--- src/rtl/t_pulse_debouncer.sv ---
// Push-button conditioner: two-flop synchroniser, four-state debounce FSM with a
// stable-time counter, and a single-cycle toggle strobe per accepted press.
module t_pulse_debouncer #(
    parameter int unsigned DEBOUNCE_CYCLES = 16,
    parameter int unsigned CNT_W = (DEBOUNCE_CYCLES > 1) ? $clog2(DEBOUNCE_CYCLES) : 1
) (
    input  logic       clk,
    input  logic       rst,
    input  logic       btn_in,
    input  logic       en,
    output logic       t_pulse,
    output logic       btn_level,
    output logic [7:0] press_cnt
);

    typedef enum logic [1:0] {
        IDLE     = 2'd0,
        ARM_HIGH = 2'd1,
        HIGH     = 2'd2,
        ARM_LOW  = 2'd3
    } state_e;

    localparam logic [CNT_W-1:0] CNT_LAST = CNT_W'(DEBOUNCE_CYCLES - 1);

    logic             sync1_q, sync1_d;
    logic             sync2_q, sync2_d;
    state_e           state_q, state_d;
    logic [CNT_W-1:0] cnt_q, cnt_d;
    logic             t_pulse_q, t_pulse_d;
    logic             btn_level_q, btn_level_d;
    logic [7:0]       press_cnt_q, press_cnt_d;

    always_ff @(posedge clk or posedge rst) begin
        if (rst) begin
            sync1_q     <= 1'b0;
            sync2_q     <= 1'b0;
            state_q     <= IDLE;
            cnt_q       <= '0;
            t_pulse_q   <= 1'b0;
            btn_level_q <= 1'b0;
            press_cnt_q <= 8'd0;
        end else begin
            sync1_q     <= sync1_d;
            sync2_q     <= sync2_d;
            state_q     <= state_d;
            cnt_q       <= cnt_d;
            t_pulse_q   <= t_pulse_d;
            btn_level_q <= btn_level_d;
            press_cnt_q <= press_cnt_d;
        end
    end

    // Next-state and output logic; only the synchronised sample feeds the FSM.
    always_comb begin
        sync1_d     = btn_in;
        sync2_d     = sync1_q;
        state_d     = state_q;
        cnt_d       = cnt_q;
        t_pulse_d   = 1'b0;
        btn_level_d = btn_level_q;
        press_cnt_d = press_cnt_q;

        unique case (state_q)
            IDLE: begin
                if (sync2_q) begin
                    state_d = ARM_HIGH;
                    cnt_d   = '0;
                end
            end
            ARM_HIGH: begin
                if (!sync2_q) begin
                    state_d = IDLE;
                end else if (cnt_q == CNT_LAST) begin
                    state_d     = HIGH;
                    btn_level_d = 1'b1;
                    t_pulse_d   = en;
                    if (en) begin
                        press_cnt_d = press_cnt_q + 8'd1;
                    end
                end else begin
                    cnt_d = cnt_q + CNT_W'(1);
                end
            end
            HIGH: begin
                if (!sync2_q) begin
                    state_d = ARM_LOW;
                    cnt_d   = '0;
                end
            end
            ARM_LOW: begin
                if (sync2_q) begin
                    state_d = HIGH;
                end else if (cnt_q == CNT_LAST) begin
                    state_d     = IDLE;
                    btn_level_d = 1'b0;
                end else begin
                    cnt_d = cnt_q + CNT_W'(1);
                end
            end
            default: begin
                state_d = IDLE;
            end
        endcase
    end

    assign t_pulse   = t_pulse_q;
    assign btn_level = btn_level_q;
    assign press_cnt = press_cnt_q;

endmodule

--- config.mk ---
export PLATFORM = sky130hd
export DESIGN_NAME = t_pulse_debouncer
export DESIGN_NICKNAME = d
export VERILOG_FILES = /design/src/rtl/t_pulse_debouncer.sv
export SDC_FILE = /design/constraint.sdc
export NUM_CORES = 1
export LEC_CHECK = 0
export CORE_ASPECT_RATIO = 1.1
export CORE_MARGIN = 10
export CORE_UTILIZATION = 30
export CTS_BUF_LIST = sky130_fd_sc_hd__clkbuf_2
export CTS_CLUSTER_DIAMETER = 40
export DETAILED_ROUTE_END_ITERATION = 10
export GPL_TIMING_DRIVEN = 0
export PLACE_DENSITY_LB_ADDON = 0.25
export SLEW_MARGIN = 20
export SYNTH_ARGS = -nofsm -noshare
export SYNTH_HDL_FRONTEND = slang
export SYNTH_SLANG_ARGS = --single-unit
--- constraint.sdc ---
create_clock -name clk -period 1.64 [get_ports clk]
set_clock_uncertainty 0.05 [all_clocks]
set_input_delay 0.246 -clock clk [delete_from_list [all_inputs] [get_ports clk]]
set_output_delay 0.246 -clock clk [all_outputs]
set_load 0.02 [all_outputs]
**Word level (Yosys, flattened, before mapping)**

Cells that the tools add are included.

- Add/sub/neg operators: 2
- Equal/unequal tests: 12
- Muxes and demuxes: 21
- Reduce and logical (&&, ||, !) cells: 6

Operator list:

| operator | number |
|---|---|
| $mux 4 | 5 |
| $pmux 4 s4 | 1 |
| $mux 2 | 6 |
| $ne 2x2->1 const B | 6 |
| $reduce_and 4->1 | 3 |
| $add 8x1->8 const B | 1 |
| $pmux 2 s4 | 1 |
| $mux 1 | 7 |
| $ne 3x3->1 const B | 2 |
| $reduce_and 5->1 | 1 |
| $add 4x1->4 const B | 1 |
| $eq 2x2->1 const B | 2 |
| $eq 4x4->1 const B | 1 |
| $eq 2x1->1 const B | 1 |
| $logic_not 2->1 | 1 |
| $pmux 1 s2 | 1 |
| $reduce_bool 2->1 | 1 |

- Flip-flop bits (word level): 18
- Input port bits: 4
- Word-level logic and storage cells: 48

**Logic depth before layout (Yosys ltp)**

- Word-level depth: 4
- Depth in mapped cells: 5

**Least setup slack after synthesis**

OpenSTA, ideal clock, no wires.

- Path type: register -> register
- Start point: register cnt_q[0]
- End point: register cnt_q[3]
- Setup time: 0.126 ns
- Arrival time: 1.295 ns
- Setup slack: 0.169 ns
- Cell stages (with the launch flop): 6
- Period minus slack after synthesis: 1.471 ns
- Cell sequence: dfrtp_1 -> ha_1 -> nand4_1 -> buf_4 -> nand2_2 -> a221o_1

- Longest elaborated chain between the ends: 4
- Elaborated cells on any way between the ends: 6

RTL lines:

| what | line | source |
|---|---|---|
| start: declaration | 28 | `logic [CNT_W-1:0] cnt_q, cnt_d;` |
| start signal: assignment | 46 | `cnt_q <= cnt_d;` |
| $add 4x1->4 / $eq 4x4->1 (equally long branches) | - |  |
| $mux 4 * | 73, 93 |  |
| $mux 4, on equally long branches | 91, 71 |  |
| $pmux 4 s4 * | 63 | `unique case (state_q)` |

Every way passes the cells marked *; elsewhere a longest branch is shown, timed or not. The select of a mux whose other input is x is not followed.
A chain may end at the register's enable or synchronous reset.

**Worst setup path after layout**

Ends and elaborated chain as after synthesis.

==> impl_metrics.toml <==
[synthesis]
syn_inst = 68
synthesis.nets = 74
synth_top_area_share_pct = 54.7
yosysUniqueCellTypes = 24
synth_area_um2 = 823
ys_seq_elements = 18
yosysWarnings = 0
yosysTopAreaCell = "dfrtp_1"
syn-mean-instance-area_um2 = 12.1
seq_area_frac_synth_pct = 54.7
yosys-top-cells-area = "dfrtp_1 (55%), xor2_1 (6.4%), nor4_2 (4.6%), ha_1 (3.0%), nand4_1 (3.0%)"

[detailed_routing]
wl_per_cell_um = 12.9
drt_iter0_drc = 12
routed_wl_um = 1490
vias = 561
drc = 0
vias_per_cell = 4.88
dr.pass1.iters = 4
detail-route-antenna-nets = 0

[floorplanning]
start_util_pct = 32.1
core_area_mm2 = 0.00257
die_width_um = 70.0
rows = 19
die_y_um = 74.9
die_area_mm2 = 0.00524
pin_count = 14

[cells_and_area]
layout.nets = 92
final_common_cell = "dfrtp_1"
instances_no_fill = 115
layout_common_cells = "dfrtp_1 (18), dlygate4sd2_1 (8), xor2_1 (6), nand2_1 (5)"
design_area_mm2 = 0.00100
num_antenna_cells = 0
syn_to_final_growth_pct = 21.9
drive_gt1_share_pct = 16.7

[power_and_ir_drop]
p_leak_nw = 0.529
combPwrFrac_pct = 8.2
switching_share_pct = 24.8
seqPwrFrac_pct = 67.1
power_switching_uw = 180
vdd_ir_drop_max_mv = 0.380
clockPowerShare_pct = 24.7
intPower_uw = 546
power_density_mw_per_mm2 = 723

[sta]
finalCritPeriodShare_pct = 96.1
max_freq_mhz = 635
rsz0062_at_grt = "yes"
period_minus_slack_ns = 1.58
finalSetupViolCount = 0
slew_viol_final = 0
setup_ws_ns = 0.0645
hold_violations = 0
holdWs_ns = 0.272
worst_slew_pin_slew_ns = 0.688
slew_headroom_pct = 54.1

[clock_network]
cts_root_buf = "clkbuf_2"
clockBufferDepth = 2
clk_latency_ns = 0.29
cts_buffers = 3
cts_sinks = 18
tritoncts = "built"
cts.clk_slew.worst_paths_ns = 0.16
cts_max_level = 1

[global_routing]
use_met2_pct = 9.67
grt_overflow = 0
grt_use_total_pct = 6.48
grt_pass1_vias = 591
grt_use_met3_pct = 3.81
antenna_found_initial = 0
grt_max_degree = 19
grt-busiest-layer = "met2"
grt_pass1_wl_um = 2730
use_met1_pct = 7.32

[worst_setup_path]
reg2reg_from = "cnt_q[0]$_DFFE_PP0P_"
path_max_fanout = 10
slowest_stage = "dfrtp_1"
cpPeakStageDelay_ns = 0.44
cp_cell_sequence = "ha_1 > nand4_1 > buf_6 > nand2_2 > a221o_1"
startpoint = "cnt_q[0]$_DFFE_PP0P_"
cp-end-kind = "flip-flop"
cp_data_required_time_ns = 1.78
critPathArrivalTime_ns = 1.72
start_kind = "flip-flop"
critical_path_class = "flip-flop to flip-flop"

[outcome]
outcome = "completed"

[place]
dpl_cell_area_um2 = 992
routabilityCongestion = 0.760
numPortBuffers = 13
pre_cts_ws_ns = -0.0598
hpwl_um = 1090
dp.cells = 112

[job]
drv_cap = 0

[worst_hold_path]
hold_class = "primary input to asynchronous set/reset pin"
-- per-stage QoR --
stage | setup TNS [ns] | util (%) | total power [mW]
2_1_floorplan | 0 | - | 0.535
3_3_place_gp | -0.0412 | 38.6 | 0.554
3_5_place_dp | -0.0598 | 38.6 | 0.557
4_1_cts | 0 | 38.8 | 0.746
5_1_grt | -0.00524 | 39.1 | 0.769
6_report | 0 | 39.1 | 0.726
-- critical path: cells and delay by family (launching register included) --
family	cells	cell delay (ns)
flip-flops	1	0.44
AND/OR/NAND/NOR	2	0.23
adder cells (fa/ha/maj)	1	0.25
AO/OA/AOI/OAI	1	0.35
buffers and inverters	1	0.16
-- registers in the layout, indices dropped and copies added, names as in the netlist, named ones only --
register,count
btn_level,1
cnt_q,4
state_q,1
press_cnt,8
sync2_q,1
t_pulse,1
sync1_q,1
-- logic make-up (layout without fill, tap and decap cells) --
group,count (synthesis),after routing,synth area share (%)
AO/OA/AOI/OAI,8,8,6.08
XOR/XNOR,8,8,9.42
adder cells (fa/ha/maj),2,2,3.04
buffers and inverters,5,21,2.74
flip-flops,18,18,54.7
multiplexers,2,2,2.74
AND/OR/NAND/NOR,25,25,21.3
-- final cells by class --
cell class              count  area (um2)
plain buffers               1        11.3
clock buffers               3        15.0
fillers                   276        1560
inverters                   4        15.0
multi-input cells          45         350
flip-flops and latches     18         450
well taps                  31        38.8
repair buffers             13         123
-- final timing paths --
path,endpoint,depth (start not counted),slack (ns)
hold reg to reg,sync2_q$_DFF_PP0_,0,0.32
max in group asynchronous,asynchronous set/reset pin,2,0.82
setup reg to reg,cnt_q[3]$_DFFE_PP0P_,5,0.06
setup / recovery,cnt_q[3]$_DFFE_PP0P_,5,0.06
min in group clk,sync2_q$_DFF_PP0_,0,0.32
hold / removal,press_cnt[7]$_DFFE_PP0P_,2,0.27
-- per-layer routing --
| layer | routed length, um | up-vias |
|---|---|---|
| li1 | - | 275 |
| met1 | 680 | 270 |
| met2 | 681 | 14 |
| met3 | 105 | 2 |
| met4 | 21 | 0 |
| met5 | 0 | - |
-- Yosys cell counts --
cell	count
nand3_1	3
nand2_1	5
ha_1	2
nor4_2	3
buf_4	1
mux2_2	2
and4_1	1
a21oi_1	4
a21bo_2	1
and4bb_2	1
nand2_2	1
nor3_1	3
nand3b_4	1
and2_1	1
xor2_2	1
inv_1	4
nor2b_1	1
o21ai_0	2
xnor2_1	1
nand4_1	4
a221o_1	1
nor2_1	1
xor2_1	6
dfrtp_1	18
-- what timing repair did --
item | in CTS | in global routing
hold buffers | 0 | 0
resized for setup | 8 | 2
setup endpoints to repair | 8 | 3
buffers inserted | 0 | 0
-- power by group through the flow --
| stage | sequential [mW] | combinational (mW) | clock [mW] |
|---|---|---|---|
| 2_1_floorplan | 0.490 | 0.0448 | 0 |
| 4_1_cts | 0.487 | 0.0614 | 0.197 |
| 3_3_place_gp | 0.494 | 0.0600 | 0 |
| 5_1_grt | 0.492 | 0.0698 | 0.207 |
| 3_5_place_dp | 0.496 | 0.0612 | 0 |
| 6_report | 0.487 | 0.0596 | 0.179 |
(Power assumes the default switching activity.)
